--- config.mk ---
export PLATFORM = sky130hd
export DESIGN_NAME = slave_port
export DESIGN_NICKNAME = d
export VERILOG_FILES = /design/src/rtl/sys_bus_pkg.sv /design/src/rtl/serial_shift_reg.sv /design/src/rtl/slave_port.sv
export SDC_FILE = /design/constraint.sdc
export NUM_CORES = 1
export LEC_CHECK = 0
export BUFFER_PORTS_ARGS = -buffer_cell sky130_fd_sc_hd__buf_2
export CORE_MARGIN = 2
export CORE_UTILIZATION = 47
export CTS_CLUSTER_SIZE = 28
export DETAILED_ROUTE_END_ITERATION = 10
export PLACE_DENSITY_LB_ADDON = 0.05
export SYNTH_ARGS = -nofsm -noshare
export SYNTH_HDL_FRONTEND = slang
export SYNTH_HIERARCHICAL = 1
export SYNTH_SLANG_ARGS = --single-unit
--- constraint.sdc ---
create_clock -name clk -period 2.5 [get_ports clk]
set_input_delay 0.25 -clock clk [delete_from_list [all_inputs] [get_ports clk]]
set_output_delay 0.25 -clock clk [all_outputs]
set_load 0.01 [all_outputs]
--- src/rtl/sys_bus_pkg.sv ---
// Shared widths and slave FSM state type for the bit-serial system bus.
package sys_bus_pkg;

  localparam int ADDR_W       = 16;
  localparam int DATA_W       = 8;
  localparam int DEV_ID_W     = 4;
  localparam int LOCAL_ADDR_W = 12;

  typedef enum logic [2:0] {
    IDLE, ADDR, DECODE, WDATA, WRITE, RREQ, RWAIT, RDATA
  } slave_state_t;

endpackage

--- src/rtl/serial_shift_reg.sv ---
// LSB-first shift register: serial bits enter at the MSB end, ser_out is bit 0.
// Parallel load takes priority over shifting.
module serial_shift_reg #(
  parameter int WIDTH = 8
) (
  input  logic             clk,
  input  logic             rstn,
  input  logic             load,
  input  logic [WIDTH-1:0] load_data,
  input  logic             shift_en,
  input  logic             ser_in,
  output logic             ser_out,
  output logic [WIDTH-1:0] par_out
);

  logic [WIDTH-1:0] data_q;

  // NOTE: sequential state always uses non-blocking (<=) so every flop samples pre-edge values.
  always_ff @(posedge clk) begin
    if (!rstn) begin
      data_q <= '0;
    end else if (load) begin
      data_q <= load_data;
    end else if (shift_en) begin
      data_q <= {ser_in, data_q[WIDTH-1:1]};
    end
  end

  assign ser_out = data_q[0];
  assign par_out = data_q;

endmodule

--- src/rtl/slave_port.sv ---
// Bit-serial bus slave: deserialises address/write data, decodes device ID, drives local memory
// strobes and returns read data serially. Split signalling on slow reads needs SLAVE_SPLIT_EN.
module slave_port
  import sys_bus_pkg::*;
#(
  parameter logic [DEV_ID_W-1:0] SLAVE_ID        = 4'h0,
  parameter int                  SPLIT_THRESHOLD = 8
) (
  input  logic                    clk,
  input  logic                    rstn,
  input  logic                    mode,
  input  logic                    wr_bus,
  input  logic                    master_valid,
  input  logic                    master_ready,
  output logic                    rd_bus,
  output logic                    slave_valid,
  output logic                    slave_ready,
  output logic                    ack,
  output logic                    split,
  output logic [LOCAL_ADDR_W-1:0] s_addr,
  output logic [DATA_W-1:0]       s_wr_data,
  output logic                    s_wr_en,
  output logic                    s_rd_en,
  input  logic [DATA_W-1:0]       s_rd_data,
  input  logic                    s_rd_valid
);

  slave_state_t            state_q, state_d;
  logic [3:0]              bit_cnt_q, bit_cnt_d;
  logic                    mode_q, mode_d;
  logic                    have_data_q, have_data_d;
  logic [LOCAL_ADDR_W-1:0] s_addr_q, s_addr_d;
  logic                    ack_q, ack_d;
  logic                    slave_ready_q, slave_valid_q, s_wr_en_q, s_rd_en_q;

  logic [ADDR_W-1:0]       rx_data;
  logic                    rx_shift, tx_load, tx_shift;
  logic                    rx_ser_unused;
  logic [DATA_W-1:0]       tx_par_unused;

  assign rx_shift = master_valid && (state_q inside {IDLE, ADDR, WDATA});
  assign tx_load  = (state_q == RWAIT) && s_rd_valid;
  assign tx_shift = (state_q == RDATA);

  // Address bits fill the receiver first; write data then pushes the top byte through.
  serial_shift_reg #(.WIDTH(ADDR_W)) u_rx (
    .clk      (clk),
    .rstn     (rstn),
    .load     (1'b0),
    .load_data('0),
    .shift_en (rx_shift),
    .ser_in   (wr_bus),
    .ser_out  (rx_ser_unused),
    .par_out  (rx_data)
  );

  serial_shift_reg #(.WIDTH(DATA_W)) u_tx (
    .clk      (clk),
    .rstn     (rstn),
    .load     (tx_load),
    .load_data(s_rd_data),
    .shift_en (tx_shift),
    .ser_in   (1'b0),
    .ser_out  (rd_bus),
    .par_out  (tx_par_unused)
  );

  // NOTE: every always_comb output gets a default first, so no path can infer a latch.
  always_comb begin
    state_d     = state_q;
    bit_cnt_d   = bit_cnt_q;
    mode_d      = mode_q;
    have_data_d = have_data_q;
    s_addr_d    = s_addr_q;
    // Address bit 15 is still on wr_bus here, so ack lands exactly on the DECODE cycle.
    ack_d       = (state_q == ADDR) && master_valid && (bit_cnt_q == 4'd15) &&
                  ({wr_bus, rx_data[ADDR_W-1 -: DEV_ID_W-1]} == SLAVE_ID);
    unique case (state_q)
      IDLE: if (master_valid) begin
        mode_d  = mode;
        state_d = ADDR;
      end
      ADDR: begin
        if (!master_valid)            state_d = IDLE;
        else if (bit_cnt_q == 4'd15)  state_d = DECODE;
        else                          bit_cnt_d = bit_cnt_q + 4'd1;
      end
      DECODE: begin
        if (rx_data[ADDR_W-1 -: DEV_ID_W] == SLAVE_ID) begin
          s_addr_d = rx_data[LOCAL_ADDR_W-1:0];
          state_d  = mode_q ? WDATA : RREQ;
        end else begin
          state_d  = IDLE;
        end
      end
      WDATA: begin
        if (master_valid) begin
          if (bit_cnt_q == 4'd7) state_d = WRITE;
          else                   bit_cnt_d = bit_cnt_q + 4'd1;
        end else if (bit_cnt_q != 4'd0) begin
          state_d = IDLE;
        end
      end
      WRITE: state_d = IDLE;
      RREQ: begin
        have_data_d = 1'b0;
        state_d     = RWAIT;
      end
      RWAIT: begin
        if (s_rd_valid) have_data_d = 1'b1;
        if ((have_data_q || s_rd_valid) && master_ready) state_d = RDATA;
      end
      RDATA: begin
        if (bit_cnt_q == 4'd7) state_d = IDLE;
        else                   bit_cnt_d = bit_cnt_q + 4'd1;
      end
      default: state_d = IDLE;
    endcase
    if (state_d != state_q) bit_cnt_d = (state_d == ADDR) ? 4'd1 : 4'd0;
  end

  always_ff @(posedge clk) begin
    if (!rstn) begin
      state_q       <= IDLE;
      bit_cnt_q     <= '0;
      mode_q        <= 1'b0;
      have_data_q   <= 1'b0;
      s_addr_q      <= '0;
      ack_q         <= 1'b0;
      slave_ready_q <= 1'b0;
      slave_valid_q <= 1'b0;
      s_wr_en_q     <= 1'b0;
      s_rd_en_q     <= 1'b0;
    end else begin
      state_q       <= state_d;
      bit_cnt_q     <= bit_cnt_d;
      mode_q        <= mode_d;
      have_data_q   <= have_data_d;
      s_addr_q      <= s_addr_d;
      ack_q         <= ack_d;
      slave_ready_q <= (state_d == WDATA);
      slave_valid_q <= (state_d == RDATA);
      s_wr_en_q     <= (state_d == WRITE);
      s_rd_en_q     <= (state_d == RREQ);
    end
  end

  assign ack         = ack_q;
  assign slave_ready = slave_ready_q;
  assign slave_valid = slave_valid_q;
  assign s_wr_en     = s_wr_en_q;
  assign s_rd_en     = s_rd_en_q;
  assign s_addr      = s_addr_q;
  assign s_wr_data   = rx_data[ADDR_W-1 -: DATA_W];

`ifdef SLAVE_SPLIT_EN
  localparam int                WAIT_W   = $clog2(SPLIT_THRESHOLD + 1);
  localparam logic [WAIT_W-1:0] WAIT_MAX = WAIT_W'(SPLIT_THRESHOLD);

  logic [WAIT_W-1:0] wait_cnt_q, wait_cnt_d;
  logic              split_q;

  // wait_cnt holds the 1-based RWAIT cycle number, saturating at the threshold.
  always_comb begin
    wait_cnt_d = '0;
    if (state_d == RWAIT) begin
      if (state_q != RWAIT)            wait_cnt_d = WAIT_W'(1);
      else if (wait_cnt_q != WAIT_MAX) wait_cnt_d = wait_cnt_q + 1'b1;
      else                             wait_cnt_d = wait_cnt_q;
    end
  end

  always_ff @(posedge clk) begin
    if (!rstn) begin
      wait_cnt_q <= '0;
      split_q    <= 1'b0;
    end else begin
      wait_cnt_q <= wait_cnt_d;
      split_q    <= (state_d == RWAIT) && (wait_cnt_d == WAIT_MAX);
    end
  end

  assign split = split_q;
`else
  localparam int split_threshold_unused = SPLIT_THRESHOLD;
  assign split = 1'b0;
`endif

endmodule

Yosys cells after proc, flatten, opt, wreduce, memory -nomap -nowiden
Cells that the tools add are included.
W data, S select, Z words.
{"block": "classes", "eq_ne": 19, "reduce_logical": 19, "muxes": 22, "n_addsub": 1}
{"cell": "$mux W3", "n": 10}
{"cell": "$pmux W3 S8", "n": 1}
{"cell": "$eq A3 B3 Y1 const B", "n": 7}
{"cell": "$mux W4", "n": 5}
{"cell": "$mux W8", "n": 2}
{"cell": "$pmux W4 S3", "n": 1}
{"cell": "$eq A3 B2 Y1 const B", "n": 3}
{"cell": "$ne A3 B2 Y1 const B", "n": 3}
{"cell": "$logic_not A4 Y1", "n": 2}
{"cell": "$reduce_bool A4 Y1", "n": 2}
{"cell": "$eq A3 B1 Y1 const B", "n": 2}
{"cell": "$logic_and A1 B1 Y1", "n": 6}
{"cell": "$reduce_and A2 Y1", "n": 3}
{"cell": "$add A4 B1 Y4 const B", "n": 1}
{"cell": "$eq A4 B3 Y1 const B", "n": 1}
{"cell": "$eq A4 B4 Y1 const B", "n": 1}
{"cell": "$reduce_and A4 Y1", "n": 1}
{"cell": "$reduce_bool A2 Y1", "n": 2}
{"cell": "$logic_not A3 Y1", "n": 1}
{"cell": "$ne A3 B3 Y1", "n": 1}
{"cell": "$reduce_bool A3 Y1", "n": 1}
{"cell": "$mux W1", "n": 2}
{"cell": "$ne A2 B2 Y1 const B", "n": 1}
{"cell": "$pmux W1 S2", "n": 1}
{"cell": "$logic_or A1 B1 Y1", "n": 1}
{"block": "totals", "output_inout_bits": 27, "ff_bits": 50}

Depth between registers and ports, before layout
Gate-level depths: netlist of run 1.
{"block": "logic_depth", "depth_word": 7, "mapped_depth": 7}

By module
Netlist of run 1, hierarchy kept.
{"mod": "slave_port", "cells_each": 150, "area_per_inst_um2": 1287.5, "instances": 1}
{"mod": "serial_shift_reg at u_rx", "cells_each": 72, "area_per_inst_um2": 859.6, "instances": 1}
{"mod": "serial_shift_reg at u_tx", "cells_each": 36, "area_per_inst_um2": 447.9, "instances": 1}

Least setup slack after synthesis of run 1
No wires, ideal clock.
{"block": "synth_path", "path_kind": "reg-to-reg", "from": "reg bit_cnt_q[0]", "to": "reg bit_cnt_q[0]", "period_less_slack_ns": 2.014, "stages_incl_launch_ff": 8, "setup_ns": 0.072, "path_buffers": 0, "setup_slack_ns": 0.486, "arrival_time_ns": 1.942, "path_cell_list": "dfxtp_1 ha_1 inv_1 o21ai_1 a2111oi_4 or4_4 a211oi_1 mux2i_1"}
{"block": "synth_between", "elab_chain_len": 7}
{"item": "from (decl)", "line": "slave_port.sv:29", "text": "logic [3:0] bit_cnt_q, bit_cnt_d;"}
{"item": "from (signal assigned)", "line": "slave_port.sv:136", "text": "bit_cnt_q <= bit_cnt_d;"}
{"item": "$eq A4 B3 Y1 (tied with other cells)", "line": "slave_port.sv:98, slave_port.sv:114"}
{"item": "$mux W3 (on tied branches)", "line": "slave_port.sv:98, slave_port.sv:85, slave_port.sv:100"}
{"item": "$mux W3 (on tied branches)", "line": "slave_port.sv:97, slave_port.sv:84"}
{"item": "$pmux W3 S8", "line": "slave_port.sv:78", "text": "unique case (state_q)"}
{"item": "$ne A3 B3 Y1 / $eq A3 B1 Y1 (equally long branches)", "line": "slave_port.sv:119", "text": "if (state_d != state_q) bit_cnt_d = (state_d == ADDR) ? 4'd1 : 4'd0;"}
{"item": "$ne A3 B2 Y1 (no line) (tied with other cells)"}
{"item": "$reduce_and A4 Y1 (no line) / $mux W4 (equally long branches)"}
Several ways; a longest one is shown, not always the timed one. The select of a mux whose other input is x is not followed.
A chain may end at the register's enable or synchronous reset.

Worst setup path after layout of run 1
{"block": "layout_path", "from": "reg state_q[1]", "to": "reg s_rd_en_q, in the netlist s_rd_en"}
{"block": "layout_between", "elab_chain_len": 4}
{"item": "from (decl)", "line": "slave_port.sv:28", "text": "slave_state_t state_q, state_d;"}
{"item": "from (signal assigned)", "line": "slave_port.sv:135", "text": "state_q <= state_d;"}
{"item": "$mux W3 (on tied branches)", "line": "slave_port.sv:100, slave_port.sv:85, slave_port.sv:98"}
{"item": "$mux W3 (on tied branches)", "line": "slave_port.sv:97, slave_port.sv:84"}
{"item": "$pmux W3 S8 *", "line": "slave_port.sv:78"}
{"item": "$eq A3 B3 Y1 *", "line": "slave_port.sv:144", "text": "s_rd_en_q <= (state_d == RREQ);"}
{"item": "to (signal assigned)", "line": "slave_port.sv:144"}
{"item": "to (decl)", "line": "slave_port.sv:34", "text": "logic slave_ready_q, slave_valid_q, s_wr_en_q, s_rd_en_q;"}
Mark *: on every way between the ends. The rest lies on a longest branch, timed or not.

==> impl_metrics.py, run 1 <==
metrics = {
    "die": {
        "starting_density_of_the_core_pct": 47.9,
        "x_dimension_of_the_die_um": 78.2,
        "placeableCoreArea_um2": 5410,
        "dieArea_um2": 6110,
        "die_h_um": 78.2,
        "ioPinCount": 42,
        "row_count": 27,
    },
    "timing": {
        "holdWs_ns": 0.109,
        "final.min_clock_period_ns": 2.22,
        "rsz_0062_raised_after_global_routing": "false",
        "final.period_utilization_pct": 88.9,
        "report.final.slew_viol_count": 0,
        "timing.slew.headroom_pct": 55.1,
        "finClkSkew_ns": 0.00697,
        "report.final.setup_viol": 0,
        "worst_slew_pin_slew_ns": 0.663,
        "final_hold_viol_count": 0,
        "setup-tns-final_ns": 0,
        "achievable-frequency_mhz": 450,
    },
    "placed_design": {
        "port_buffers": 40,
        "globalplace.congestion": 0.819,
        "dp_hpwl_um": 3500,
    },
    "cts": {
        "path_clk_slew_ns": 0.09,
        "post_cts.repair.setup_buffers": 0,
        "worst_skew_pair.late_latency_ns": 0.30,
        "numClockSinks": 50,
        "cts_inserted_buffers": 5,
        "cts_max_path_buffers": 2,
        "cts_tree": "yes",
        "cts_hold_buf": 0,
        "cts_root_buf": "clkbuf_8",
        "post_cts_resize_count": 0,
        "cts.htree.levels": 2,
    },
    "global_routing": {
        "gr-max-usage-layer": "met2",
        "grtUsageTotal_pct": 17.7,
        "via_count_of_the_first_global_routing_pass": 1785,
        "groute.layer.met1.usage_pct": 24.7,
        "grtUsageMet3_pct": 4.14,
        "grt_start_max_net_pins": 29,
        "global_route.overflow_total": 0,
        "global_route.usage.met2_pct": 27.4,
        "grt_antenna_before_repair": 0,
        "first_pass_grt_wire_length_um": 8610,
    },
    "finish": {
        "n_antenna_cell": 0,
        "drive_gt1_share_pct": 27.6,
        "final_nets": 329,
        "fillers": 527,
        "layout.area.seq_um2": 1000,
        "area.growth.synth_to_final_pct": 14.3,
        "multi_input_area_um2": 1520,
    },
    "routing": {
        "avgViaCountPerCell": 4.92,
        "totalWireLength_um": 5050,
        "routed-via-count": 1888,
        "detail-route-antenna-nets": 0,
        "detail_route.iter0.violations": 79,
        "detail_routed_net_length_per_standard_cell_um": 13.2,
        "dr.pass1.iters": 4,
        "remaining_drc_errors": 0,
    },
    "flow_run": {
        "maximum_capacitance_violations": 0,
    },
    "setup_path": {
        "timing.critical_path.from_type": "register",
        "data_arrival_at_the_endpoint_of_the_critical_path_ns": 2.47,
        "critical_path.max_fanout": 13,
        "crit_required_ns": 2.75,
        "setup.worst_path.end_class": "register",
        "critPathKind": "register to register",
    },
    "power_and_ir_drop": {
        "switchingPower_w": 0.000364,
        "power.share.clock_pct": 31.0,
        "cellLeakagePower_nw": 1.45,
        "comb_power_share_pct": 11.2,
        "vdd_ir_drop_max_mv": 0.271,
        "power.share.switching_pct": 24.9,
        "sequentialPowerShare_pct": 57.9,
        "cell_internal_pwr_w": 0.00110,
        "power_density_nw_per_um2": 494,
    },
    "run_status": {
        "status": "complete, no violations",
    },
    "synth": {
        "synth_cells": 257,
        "synth.yosys.warnings": 6,
        "syn_area_um2": 2590,
        "syn_area_per_cell_um2": 10.1,
    },
    "min_path": {
        "hold_removal_path_class": "input pin to register",
    },
}
-- critical path, stage by stage (launching register included) --
cell and delay [ns]:
dfxtp_1 0.55, nand2b_1 0.13, or4_1 0.57, buf_4 0.23, o32ai_1 0.27, o21ai_1 0.17, inv_1 0.11, and3_1 0.14
-- power by group through the flow --
stage	Sequential (W)	Clock (W)	Combinational (W)
after detailed placement	0.000864	0	0.000160
after global placement	0.000864	0	0.000160
after CTS	0.000845	0.000466	0.000161
after global routing	0.000850	0.000498	0.000180
after floorplan	0.000859	0	0.000128
final	0.000845	0.000452	0.000163
-- sequential cells by signal, indices dropped and copies added (netlist names) --
register / flops
have_data_q: 1
s_wr_en: 1
u_rx/par_out: 16
bit_cnt_q: 4
s_rd_en: 1
ack: 1
slave_valid: 1
state_q: 3
slave_ready: 1
u_tx/par_out: 8
s_addr: 12
mode_q: 1
-- area by class of cell --
type,instances,area share (%)
clock inverter,2,0.338
inverter,8,1.02
sequential,50,33.8
multi-input combinational,202,51.4
timing repair buffer,45,8.04
clock buffer,5,2.33
tap,72,3.05
-- path summary, 6_finish.rpt --
check	from	to	slack [ns]	cells after the start
setup / recovery	state_q[1]	s_rd_en	0.28	7
hold / removal	wr_bus	ack	0.11	2
setup reg to reg	state_q[1]	s_rd_en	0.28	7
hold reg to reg	s_addr[8]	s_addr[8]	0.45	2
-- metal layers --
| layer | part of all wire (%) | vias to the layer above |
|---|---|---|
| met2 | 44 | 27 |
| met4 | 1.2 | 0 |
| met1 | 51 | 878 |
| li1 | - | 977 |
| met5 | 0 | - |
| met3 | 3.4 | 6 |
-- per-stage QoR --
step	total power [W]	setup slack, ns	util [%]	instance area (um^2)	instances
2_1_floorplan	0.000988	0.486	-	2670	279
3_3_place_gp	0.00102	0.266	53.3	2880	377
3_5_place_dp	0.00102	0.309	53.3	2880	377
4_1_cts	0.00147	0.272	54.7	2960	384
5_1_grt	0.00153	0.146	54.7	2960	384
6_report	0.00146	0.278	54.7	2960	384
-- placed cells by master (no fill, tap or decap), types with 2 or more instances in the layout --
master and count:
a2111oi_4 2, a21oi_1 15, and2_1 3, and3_1 2, buf_2 40, buf_4 5, clkbuf_8 5, clkinv_2 2
conb_1 23, dfxtp_1 50, ha_1 2, inv_1 7, mux2_2 6, mux2_4 18, mux2i_1 3, nand2_1 27
nand2b_1 17, nand3_1 3, nand3b_1 3, nor2_1 12, nor2b_1 3, nor3_1 3, nor4b_1 2, o2111ai_1 2
o211a_1 24, o21ai_1 2, or2b_1 9, xnor2_1 2, xor2_1 2
No activity file was read; power rests on OpenSTA's default activity.
==> run 2, diff against run 1 <==
ABC_AREA = 1   (was default)
PLACE_DENSITY = 0.79   (was default)
PLACE_DENSITY_LB_ADDON = default   (was 0.05)
REMOVE_ABC_BUFFERS = 1   (was default)
==> impl_metrics.py, run 2 <==
metrics = {
    "run_status": {
        "status": "complete, no violations",
    },
    "setup_path": {
        "setup.worst_path.end_class": "register",
        "worst_stage_delay_on_the_critical_path_ns": 0.50,
        "crit_required_ns": 2.74,
        "timing.critical_path.from_type": "register",
        "timing.critical_path.buf_inv": 1,
        "data_arrival_at_the_endpoint_of_the_critical_path_ns": 2.08,
        "critical_path.most_common_cell": "nand2_2",
        "critPathKind": "register to register",
        "cp_cell_sequence": "nand2_2 > inv_2 > nand2_2 > nor2_4 > nand2_1 > nand4_1 > nand3_2 > nor2_2 > nand2_2 > nor2_1",
        "timing.critical_path.slowest_stage_cell": "dfxtp_1",
        "critical_path.max_fanout": 14,
        "cpLargestDelayFamily": "simple AND/OR/NAND/NOR gates",
    },
    "global_routing": {
        "global_route.overflow_total": 0,
        "grtUsageTotal_pct": 17.9,
        "first_pass_grt_wire_length_um": 8980,
        "grt_start_max_net_pins": 26,
        "via_count_of_the_first_global_routing_pass": 2125,
        "grt_antenna_before_repair": 0,
    },
    "routing": {
        "detail_routed_net_length_per_standard_cell_um": 10.4,
        "routed-via-count": 2423,
        "avgViaCountPerCell": 4.65,
        "detail-route-antenna-nets": 0,
        "dr.pass1.iters": 5,
        "remaining_drc_errors": 0,
        "detail_route.iter0.violations": 114,
        "totalWireLength_um": 5430,
    },
    "cts": {
        "cts.htree.levels": 2,
        "cts_root_buf": "clkbuf_8",
        "cts_tree": "yes",
        "worst_skew_pair.late_latency_ns": 0.30,
        "post_cts_resize_count": 0,
        "cts_hold_buf": 0,
        "cts_max_path_buffers": 2,
        "path_clk_slew_ns": 0.09,
        "numClockSinks": 50,
        "post_cts.repair.setup_buffers": 0,
        "cts_inserted_buffers": 5,
    },
    "timing": {
        "final.period_utilization_pct": 73.6,
        "rsz_0062_raised_after_global_routing": "false",
        "finClkSkew_ns": 0.00822,
        "holdWs_ns": 0.196,
        "final.min_clock_period_ns": 1.84,
        "worst_slew_pin_slew_ns": 0.624,
        "achievable-frequency_mhz": 543,
        "layout_setup_ws_ns": 0.659,
        "report.final.setup_viol": 0,
        "final_hold_viol_count": 0,
        "report.final.slew_viol_count": 0,
        "timing.slew.headroom_pct": 58.1,
        "setup-tns-final_ns": 0,
    },
    "die": {
        "die_h_um": 78.6,
        "starting_density_of_the_core_pct": 48.1,
        "dieArea_um2": 6170,
        "placeableCoreArea_um2": 5440,
        "row_count": 27,
        "ioPinCount": 42,
        "x_dimension_of_the_die_um": 78.6,
    },
    "min_path": {
        "hold_removal_path_class": "input pin to register",
    },
    "placed_design": {
        "placed_area_um2": 2890,
        "placed_cell_count": 513,
        "dp_hpwl_um": 3900,
        "dp_slack_ns": 0.691,
        "port_buffers": 40,
        "globalplace.congestion": 0.946,
    },
    "finish": {
        "flip_flop_count_of_the_largest_register_all_copies_and_words_added": 16,
        "drive_gt1_share_pct": 19.4,
        "layout.cells.most_common": "nand2_1",
        "final_nets": 465,
        "finalNonFillerCells": 521,
        "n_antenna_cell": 0,
        "design_area_um2": 2980,
        "area.growth.synth_to_final_pct": 13.9,
        "layout.cells.most_common_list": "nand2_1, nor2_1, dfxtp_1, inv_1, buf_2",
    },
    "synth": {
        "synth.yosys.warnings": 6,
        "syn_area_um2": 2610,
        "syn_area_per_cell_um2": 6.63,
        "synth_cells": 394,
    },
    "flow_run": {
        "maximum_capacitance_violations": 0,
    },
    "power_and_ir_drop": {
        "power_density_nw_per_um2": 496,
        "cellLeakagePower_nw": 1.52,
        "vdd_ir_drop_max_mv": 0.364,
    },
}
==> run 2: cell count changes in the layout (fill, tap and decap cells not counted), sizes merged, moves of 9 or more <==
cell and delta:
nand2b -17, o21ai +11, o211a -24, inv +42
nor2 +51, or2b -9, nand3 +21, mux2 -24
nand2 +113
==> run 2: worst paths after layout <==
check / from / endpoint / slack [ns] / cells after the start
hold / removal: wr_bus / ack / 0.20 / 4
setup reg to reg: state_q[1] / bit_cnt_q[2] / 0.66 / 10
setup / recovery: state_q[1] / bit_cnt_q[2] / 0.66 / 10
hold reg to reg: u_tx/par_out[6] / u_tx/par_out[6] / 0.47 / 2
==> run 2: worst register-to-register path, cell delays in order, from the launching register on <==
cell	delay, ns
dfxtp_1	0.50
nand2_2	0.12
inv_2	0.08
nand2_2	0.08
nor2_4	0.28
nand2_1	0.16
nand4_1	0.15
nand3_2	0.10
nor2_2	0.15
nand2_2	0.08
nor2_1	0.10
==> run 2: final cells by class <==
| cell class | count | area, um^2 |
|---|---|---|
| clock buffer | 6 | 72.6 |
| multi-input combinational | 298 | 1390 |
| timing repair buffer | 44 | 230 |
| inverter | 49 | 184 |
| tap | 72 | 90.1 |
| sequential | 50 | 1000 |
| clock inverter | 2 | 13.8 |
| fill | 531 | 2460 |
==> run 2: metal layers <==
layer	vias to the layer above	global-route usage, %	wire, um	part of all wire, %
met4	0	5.79	48	0.88
met5	-	0	0	0
met2	61	32.6	2630	48
li1	1289	-	-	-
met3	6	2.99	318	5.9
met1	1067	21.4	2430	45
==> run 2: where the power goes <==
group	internal [W]	leakage (nW)	total, W	switching, W
logic	0.0000618	1.06	0.000170	0.000109
clock network	0.000198	0.0452	0.000464	0.000266
registers	0.000820	0.407	0.000843	0.0000228
total	0.00108	1.52	0.00148	0.000398
==> run 2: metrics by stage <==
step                      utilization, %  power (W)
after global routing                54.8    0.00156
after CTS                           54.8    0.00149
after detailed placement            53.2    0.00103
after global placement              53.2    0.00102
after floorplan                        -   0.000976
final                               54.8    0.00148
